==> src/rtl/multicycle_ctrl_pkg.sv <==
// multicycle_ctrl_pkg: shared state, class, opcode and control encodings for the multi-cycle MIPS controller
package multicycle_ctrl_pkg;

   typedef enum logic [2:0] {
      S_IF  = 3'd0,
      S_ID  = 3'd1,
      S_EXE = 3'd2,
      S_MEM = 3'd3,
      S_WB  = 3'd4,
      S_BR  = 3'd5,
      S_JMP = 3'd6,
      S_ERR = 3'd7
   } state_t;

   typedef enum logic [3:0] {
      C_RTYPE, C_ORI, C_SLTI, C_LUI, C_LW, C_SW, C_BEQ, C_BNE, C_J, C_ILL
   } cls_t;

   localparam logic [1:0] NPC_PLUS4  = 2'b00;
   localparam logic [1:0] NPC_BRANCH = 2'b01;
   localparam logic [1:0] NPC_JUMP   = 2'b10;

   // Same codes as the single-cycle decoder's ctrl_encode_def.v
   localparam logic [1:0] EXT_ZERO    = 2'b00;
   localparam logic [1:0] EXT_SIGNED  = 2'b01;
   localparam logic [1:0] EXT_HIGHPOS = 2'b10;

   localparam logic [4:0] ALUOP_NOP = 5'b00000;
   localparam logic [4:0] ALUOP_LUI = 5'b00001;
   localparam logic [4:0] ALUOP_ADD = 5'b00011;
   localparam logic [4:0] ALUOP_SUB = 5'b00100;
   localparam logic [4:0] ALUOP_SLT = 5'b01010;
   localparam logic [4:0] ALUOP_OR  = 5'b01101;
   localparam logic [4:0] ALUOP_AND = 5'b01110;
   localparam logic [4:0] ALUOP_SLL = 5'b01111;
   localparam logic [4:0] ALUOP_SRL = 5'b10000;
   localparam logic [4:0] ALUOP_SRA = 5'b10001;

   localparam logic [5:0] OP_RTYPE = 6'b000000;
   localparam logic [5:0] OP_ORI   = 6'b001101;
   localparam logic [5:0] OP_SLTI  = 6'b001010;
   localparam logic [5:0] OP_LUI   = 6'b001111;
   localparam logic [5:0] OP_LW    = 6'b100011;
   localparam logic [5:0] OP_SW    = 6'b101011;
   localparam logic [5:0] OP_BEQ   = 6'b000100;
   localparam logic [5:0] OP_BNE   = 6'b000101;
   localparam logic [5:0] OP_J     = 6'b000010;

   localparam logic [5:0] F_SLL = 6'b000000;
   localparam logic [5:0] F_SRL = 6'b000010;
   localparam logic [5:0] F_SRA = 6'b000011;
   localparam logic [5:0] F_ADD = 6'b100000;
   localparam logic [5:0] F_AND = 6'b100100;
   localparam logic [5:0] F_OR  = 6'b100101;
   localparam logic [5:0] F_SLT = 6'b101010;

   typedef struct packed {
      cls_t       cls;
      logic [4:0] aluctrl;
      logic [1:0] extop;
      logic       regdst;
      logic       shift;
   } dec_t;

   typedef struct packed {
      logic       mem_r;
      logic       mem_w;
      logic       i_or_d;
      logic       ir_wr;
      logic       pc_wr;
      logic [1:0] npc_sel;
      logic       regdst;
      logic       regw;
      logic       mem2r;
      logic       alusrc;
      logic       shift;
      logic [1:0] extop;
      logic [4:0] aluctrl;
      logic       err;
   } out_t;

   function automatic logic is_mem(input cls_t c);
      return c == C_LW || c == C_SW;
   endfunction

endpackage

==> src/rtl/multicycle_ctrl_if.sv <==
// multicycle_ctrl_if: controller-to-datapath/memory signal bundle
interface multicycle_ctrl_if #(parameter int CNT_W = 32);
   logic [5:0]       OpCode;
   logic [5:0]       funct;
   logic             zero;
   logic             mem_ready;
   logic             mem_r;
   logic             mem_w;
   logic             i_or_d;
   logic             ir_wr;
   logic             pc_wr;
   logic [1:0]       npc_sel;
   logic             RegDst;
   logic             RegW;
   logic             Mem2R;
   logic             Alusrc;
   logic             shift;
   logic [1:0]       ExtOp;
   logic [4:0]       Aluctrl;
   logic             err;
   logic [CNT_W-1:0] retired;

   modport master (
      input  OpCode, funct, zero, mem_ready,
      output mem_r, mem_w, i_or_d, ir_wr, pc_wr, npc_sel, RegDst, RegW, Mem2R,
             Alusrc, shift, ExtOp, Aluctrl, err, retired
   );

   modport slave (
      output OpCode, funct, zero, mem_ready,
      input  mem_r, mem_w, i_or_d, ir_wr, pc_wr, npc_sel, RegDst, RegW, Mem2R,
             Alusrc, shift, ExtOp, Aluctrl, err, retired
   );
endinterface

==> src/rtl/multicycle_ctrl_decode.sv <==
// multicycle_decode: maps OpCode/funct to instruction class and execute-stage controls
module multicycle_decode
   import multicycle_ctrl_pkg::*;
(
   input  logic [5:0] OpCode,
   input  logic [5:0] funct,
   output dec_t       dec,
   output logic       illegal
);
   always_comb begin
      dec.cls = C_ILL;
      dec.aluctrl = ALUOP_NOP;
      dec.extop = EXT_ZERO;
      dec.regdst = 1'b0;
      dec.shift = 1'b0;
      case (OpCode)
         OP_RTYPE: begin
            dec.cls = C_RTYPE;
            dec.regdst = 1'b1;
            case (funct)
               F_SLL: begin dec.aluctrl = ALUOP_SLL; dec.shift = 1'b1; end
               F_SRL: begin dec.aluctrl = ALUOP_SRL; dec.shift = 1'b1; end
               F_SRA: begin dec.aluctrl = ALUOP_SRA; dec.shift = 1'b1; end
               F_ADD: dec.aluctrl = ALUOP_ADD;
               F_AND: dec.aluctrl = ALUOP_AND;
               F_OR:  dec.aluctrl = ALUOP_OR;
               F_SLT: dec.aluctrl = ALUOP_SLT;
               default: begin dec.cls = C_ILL; dec.regdst = 1'b0; end
            endcase
         end
         OP_ORI:  begin dec.cls = C_ORI;  dec.aluctrl = ALUOP_OR;  dec.extop = EXT_ZERO;    end
         OP_SLTI: begin dec.cls = C_SLTI; dec.aluctrl = ALUOP_SLT; dec.extop = EXT_SIGNED;  end
         OP_LUI:  begin dec.cls = C_LUI;  dec.aluctrl = ALUOP_LUI; dec.extop = EXT_HIGHPOS; end
         OP_LW:   begin dec.cls = C_LW;   dec.aluctrl = ALUOP_ADD; dec.extop = EXT_SIGNED;  end
         OP_SW:   begin dec.cls = C_SW;   dec.aluctrl = ALUOP_ADD; dec.extop = EXT_SIGNED;  end
         OP_BEQ:  begin dec.cls = C_BEQ;  dec.aluctrl = ALUOP_SUB; end
         OP_BNE:  begin dec.cls = C_BNE;  dec.aluctrl = ALUOP_SUB; end
         OP_J:    dec.cls = C_J;
         default: dec.cls = C_ILL;
      endcase
   end

   assign illegal = dec.cls == C_ILL;
endmodule

==> src/rtl/multicycle_ctrl.sv <==
// multicycle_ctrl: multi-cycle MIPS main controller FSM with memory handshake and retire counter
module multicycle_ctrl
   import multicycle_ctrl_pkg::*;
#(
   parameter int CNT_W = 32
)(
   input logic                clk,
   input logic                rst,
   multicycle_ctrl_if.master  bus
);
   state_t           state, nxt;
   dec_t             dec, ir_dec;
   logic             illegal, retire, rdy;
   logic [CNT_W-1:0] cnt;
   out_t             o;

   multicycle_decode u_dec (
      .OpCode  (bus.OpCode),
      .funct   (bus.funct),
      .dec     (dec),
      .illegal (illegal)
   );

   assign rdy = bus.mem_ready;

   // Decoded class is captured in ID so later IR changes cannot disturb the instruction
   always_ff @(posedge clk) begin
      if (rst) begin
         state <= S_IF;
         ir_dec <= '0;
         cnt <= '0;
      end else begin
         state <= nxt;
         if (state == S_ID) ir_dec <= dec;
         if (retire) cnt <= cnt + 1'b1;
      end
   end

   always_comb begin
      o = '0;
      nxt = state;
      retire = 1'b0;
      case (state)
         S_IF: begin
            o.mem_r = 1'b1;
            o.ir_wr = rdy;
            o.pc_wr = rdy;
            o.npc_sel = NPC_PLUS4;
            nxt = rdy ? S_ID : S_IF;
         end
         S_ID: begin
            o.aluctrl = ALUOP_ADD;
            o.alusrc = 1'b1;
            o.extop = EXT_SIGNED;
            nxt = dec.cls == C_J ? S_JMP :
                  (dec.cls == C_BEQ || dec.cls == C_BNE) ? S_BR :
                  illegal ? S_ERR : S_EXE;
         end
         S_EXE: begin
            o.aluctrl = ir_dec.aluctrl;
            o.alusrc = ir_dec.cls != C_RTYPE;
            o.shift = ir_dec.shift;
            o.extop = ir_dec.extop;
            nxt = is_mem(ir_dec.cls) ? S_MEM : S_WB;
         end
         S_MEM: begin
            o.i_or_d = 1'b1;
            o.mem_r = ir_dec.cls == C_LW;
            o.mem_w = ir_dec.cls == C_SW;
            nxt = !rdy ? S_MEM : ir_dec.cls == C_LW ? S_WB : S_IF;
            retire = rdy && ir_dec.cls == C_SW;
         end
         S_WB: begin
            o.regw = 1'b1;
            o.regdst = ir_dec.regdst;
            o.mem2r = ir_dec.cls == C_LW;
            nxt = S_IF;
            retire = 1'b1;
         end
         S_BR: begin
            o.aluctrl = ALUOP_SUB;
            o.pc_wr = (ir_dec.cls == C_BEQ && bus.zero) || (ir_dec.cls == C_BNE && !bus.zero);
            o.npc_sel = NPC_BRANCH;
            nxt = S_IF;
            retire = 1'b1;
         end
         S_JMP: begin
            o.pc_wr = 1'b1;
            o.npc_sel = NPC_JUMP;
            nxt = S_IF;
            retire = 1'b1;
         end
         S_ERR: o.err = 1'b1;
      endcase
   end

   // Every output reads zero while reset is asserted, even mid memory wait
   assign {bus.mem_r, bus.mem_w, bus.i_or_d, bus.ir_wr, bus.pc_wr, bus.npc_sel, bus.RegDst,
           bus.RegW, bus.Mem2R, bus.Alusrc, bus.shift, bus.ExtOp, bus.Aluctrl, bus.err} = rst ? '0 : o;
   assign bus.retired = rst ? '0 : cnt;
endmodule
==> src/flat_wrapper.sv <==
// flat-port wrapper written by rule: the top's interface ports become plain ports
module multicycle_ctrl_flat import multicycle_ctrl_pkg::*;
#(
   parameter int CNT_W = 32
)
  (clk, rst, bus_OpCode, bus_funct, bus_zero, bus_mem_ready, bus_mem_r, bus_mem_w, bus_i_or_d, bus_ir_wr, bus_pc_wr, bus_npc_sel, bus_RegDst, bus_RegW, bus_Mem2R, bus_Alusrc, bus_shift, bus_ExtOp, bus_Aluctrl, bus_err, bus_retired);
  multicycle_ctrl_if #(.CNT_W(CNT_W)) bus_i ();
  input logic clk;
  input logic rst;
  input wire logic [$bits(bus_i.OpCode)-1:0] bus_OpCode;
  input wire logic [$bits(bus_i.funct)-1:0] bus_funct;
  input wire logic [$bits(bus_i.zero)-1:0] bus_zero;
  input wire logic [$bits(bus_i.mem_ready)-1:0] bus_mem_ready;
  output wire logic [$bits(bus_i.mem_r)-1:0] bus_mem_r;
  output wire logic [$bits(bus_i.mem_w)-1:0] bus_mem_w;
  output wire logic [$bits(bus_i.i_or_d)-1:0] bus_i_or_d;
  output wire logic [$bits(bus_i.ir_wr)-1:0] bus_ir_wr;
  output wire logic [$bits(bus_i.pc_wr)-1:0] bus_pc_wr;
  output wire logic [$bits(bus_i.npc_sel)-1:0] bus_npc_sel;
  output wire logic [$bits(bus_i.RegDst)-1:0] bus_RegDst;
  output wire logic [$bits(bus_i.RegW)-1:0] bus_RegW;
  output wire logic [$bits(bus_i.Mem2R)-1:0] bus_Mem2R;
  output wire logic [$bits(bus_i.Alusrc)-1:0] bus_Alusrc;
  output wire logic [$bits(bus_i.shift)-1:0] bus_shift;
  output wire logic [$bits(bus_i.ExtOp)-1:0] bus_ExtOp;
  output wire logic [$bits(bus_i.Aluctrl)-1:0] bus_Aluctrl;
  output wire logic [$bits(bus_i.err)-1:0] bus_err;
  output wire logic [$bits(bus_i.retired)-1:0] bus_retired;
  assign bus_i.OpCode = bus_OpCode;
  assign bus_i.funct = bus_funct;
  assign bus_i.zero = bus_zero;
  assign bus_i.mem_ready = bus_mem_ready;
  assign bus_mem_r = bus_i.mem_r;
  assign bus_mem_w = bus_i.mem_w;
  assign bus_i_or_d = bus_i.i_or_d;
  assign bus_ir_wr = bus_i.ir_wr;
  assign bus_pc_wr = bus_i.pc_wr;
  assign bus_npc_sel = bus_i.npc_sel;
  assign bus_RegDst = bus_i.RegDst;
  assign bus_RegW = bus_i.RegW;
  assign bus_Mem2R = bus_i.Mem2R;
  assign bus_Alusrc = bus_i.Alusrc;
  assign bus_shift = bus_i.shift;
  assign bus_ExtOp = bus_i.ExtOp;
  assign bus_Aluctrl = bus_i.Aluctrl;
  assign bus_err = bus_i.err;
  assign bus_retired = bus_i.retired;
  multicycle_ctrl #(.CNT_W(CNT_W)) u_core (.clk(clk), .rst(rst), .bus(bus_i));
endmodule
==> config.mk <==
export PLATFORM = sky130hd
export DESIGN_NAME = multicycle_ctrl_flat
export DESIGN_NICKNAME = d
export VERILOG_FILES = /design/src/rtl/multicycle_ctrl_pkg.sv /design/src/rtl/multicycle_ctrl_if.sv /design/src/rtl/multicycle_ctrl_decode.sv /design/src/rtl/multicycle_ctrl.sv /design/src/flat_wrapper.sv
export SDC_FILE = /design/constraint.sdc
export NUM_CORES = 1
export LEC_CHECK = 0
export BUFFER_PORTS_ARGS = -buffer_cell sky130_fd_sc_hd__buf_2
export CORE_ASPECT_RATIO = 1.1
export CORE_UTILIZATION = 48
export DETAILED_ROUTE_END_ITERATION = 8
export GPL_ROUTABILITY_DRIVEN = 0
export PLACE_DENSITY = 0.82
export REMOVE_ABC_BUFFERS = 1
export SLEW_MARGIN = 5
export SYNTH_ARGS = -nofsm -noshare
export SYNTH_HDL_FRONTEND = slang
export SYNTH_HIERARCHICAL = 1
export SYNTH_SLANG_ARGS = --single-unit
==> constraint.sdc <==
create_clock -name clk -period 3.5 [get_ports clk]
set_clock_uncertainty 0.2 [all_clocks]
set_input_delay 0.7 -clock clk [delete_from_list [all_inputs] [get_ports clk]]
set_output_delay 0.7 -clock clk [all_outputs]
set_load 0.01 [all_outputs]
==> results.yml <==
floorplanning:
  io_pins: 68
  fp-row-count: 31
  core_sq_um: 6590
  start_util: 0.495
  die_x_microns: 80.7
  die_h_microns: 88.5
  die_area_sq_um: 7140
synthesis:
  seq_area_frac_synth: 0.294
  synth_warnings: 6
  synthesis.area_sq_um: 3270
  synth_area_per_cell_sq_um: 7.31
  async_flop_share: 0
  synthDistinctLibCells: 57
  synth-edff-count: 0
  syn_inst: 447
  ys.flop_type: "dfxtp_1"
  ys_ff_latch: 48
placed_design:
  hpwl_mm: 5.73
  portBuffers: 67
  placed_cell_area_sq_um: 3580
  dp_cells: 560
pwr:
  power_per_cell_area_nw_per_um2: 304
  switching_power_w: 0.000321
  comb_power_share: 0.172
  p_sw_frac: 0.287
  p_leak_nw: 1.44
  seqPwrFrac: 0.516
  internal-power_w: 0.000797
  clkPwrFrac: 0.312
  peakVddDrop_uv: 203
drt:
  avgRoutedWirePerCell_microns: 14.1
  drt_iter0_drc: 247
  vias: 3394
  drc_errors: 0
  wl_mm: 7.98
  drtPass1Iterations: 4
  ant_nets: 0
  via_per_inst: 5.99
cells_and_area:
  area_delta_synth_final_pct: 12.7
  fin_area_sq_um: 3680
  n_antenna_cell: 0
  fin_nets: 502
  layout_common_cells: "buf_2, nand2_1, dfxtp_1"
  layout_commonest_cell: "buf_2"
  final_util: 0.558
  drive_above_1_share: 0.221
  finalNonFillerCells: 567
timing:
  setup_viol: 0
  finalCritPeriodShare: 0.807
  fmax_ghz: 0.354
  min_period_ns: 2.82
  report.final.slew_viol_count: 0
  worst_slew_pin_slew_ns: 1.16
  max_slew_margin: 0.228
  hold_viol: 0
  rsz0062_at_grt: "no"
  finalSetupTns_ns: 0
clocking:
  cts_buffers: 5
  cts_max_path_buffers: 2
  post_cts_buffers: 0
  clkTransAtPathRegs_ns: 0.08
  cts_hold_buffers: 0
  cts_resized: 0
  clk_latency_ns: 0.29
  cts_sinks: 48
  htreeDepth: 2
  clock-root-buffer: "clkbuf_8"
  cts_tree: "built"
grt:
  antenna_found_initial: 0
  grt.total_usage: 0.218
  grt_max_degree: 65
  grt_overflow: 0
  grt_pass1_wl_mm: 12.6
  grt_pass1_vias: 2917
setup_path:
  worstRegToRegCells: 5
  start_kind: "flip-flop"
  arrival_ns: 1.92
  cp-end-kind: "output pin"
  critPathKind: "reg2out"
  path_cells: "nor2b_1, nand2_1, a21oi_1, buf_2"
  path_max_fanout: 11
  crit_slowest_cell: "nor2b_1"
  required_ns: 2.60
  max_stage_delay_ns: 0.59
flow_run:
  cap_viol_max_count: 0
worst_hold_path:
  hold_depth: 2
  hp-class: "reg2reg"
run_status:
  outcome: "completed"
==> sequential cells by signal, indices dropped and copies added, names as in the netlist <==
signal,flops
u_core/state,3
u_core/cnt,32
u_core/ir_dec,13
==> synthesized netlist by cell type (all sizes together), types with 12 or more instances <==
library cell | count | area (sq um)
nand2 | 55 | 206
dfxtp | 48 | 961
a21oi | 44 | 220
nor2b | 36 | 225
nor2 | 35 | 131
clkbuf | 27 | 101
nor3 | 15 | 86.3
o21ai | 15 | 75.1
mux2 | 14 | 158
nand4 | 13 | 87.6
buf | 12 | 61.3
nand3 | 12 | 60.1
o31ai | 12 | 95.1
==> layout make-up <==
type / count / area, sq um
fillers: 626 / 2910
multi-input cells: 354 / 2130
flip-flops and latches: 48 / 961
repair buffers: 70 / 370
well taps: 82 / 103
clock buffers: 7 / 96.3
inverters: 6 / 22.5
==> power by group through the flow <==
stage               clock [W]  sequential (W)  combinational [W]
CTS                  0.000357        0.000577           0.000191
floorplan                   0        0.000584           0.000110
global placement            0        0.000589           0.000184
finish               0.000348        0.000577           0.000192
detailed placement          0        0.000590           0.000190
global route         0.000382        0.000580           0.000213
==> logic make-up after synthesis <==
logic type               Yosys count  synth area share
AND/OR/NAND/NOR                  245             0.416
buffers and inverters             45            0.0567
multiplexers                      15            0.0513
XOR/XNOR                           3           0.00804
flip-flops                        48             0.294
AO/OA/AOI/OAI                     90             0.170
adder cells (fa/ha/maj)            1           0.00383
==> path summary, 6_finish.rpt <==
check,startpoint,end,slack [ns]
max,u_core/state[1]$_SDFFE_PP0P_,bus_ExtOp[0],0.68
min,u_core/ir_dec[7]$_SDFFE_PP0P_,u_core/ir_dec[7]$_SDFFE_PP0P_,0.25
max reg2reg,u_core/state[2]$_SDFFE_PP0P_,u_core/cnt[1]$_SDFFE_PP0P_,0.83
min reg2reg,u_core/ir_dec[7]$_SDFFE_PP0P_,u_core/ir_dec[7]$_SDFFE_PP0P_,0.25
==> worst max-delay path, delay by kind of cell (launching register included) <==
family	cells	cell delay, ns
AO/OA/AOI/OAI	1	0.23
buffers and inverters	1	0.17
flip-flops	1	0.52
AND/OR/NAND/NOR	2	0.72
==> stage by stage <==
stage               setup slack (ns)  hold slack, ns  power, W
floorplan                      0.164           0.226  0.000693
global placement               0.687           0.242  0.000773
detailed placement             0.672           0.244  0.000780
CTS                            0.663           0.254   0.00112
global route                   0.532           0.270   0.00117
finish                         0.676           0.252   0.00112
==> layer usage <==
metal  vias up  GRT usage  wire (microns)
met5         -          0               0
met4         0     0.0666             119
met3        10     0.0340             347
met2       100      0.380            4000
met1      1597      0.275            3520
li1       1687          -               -
Note: power is estimated with default switching activity, not from simulation.
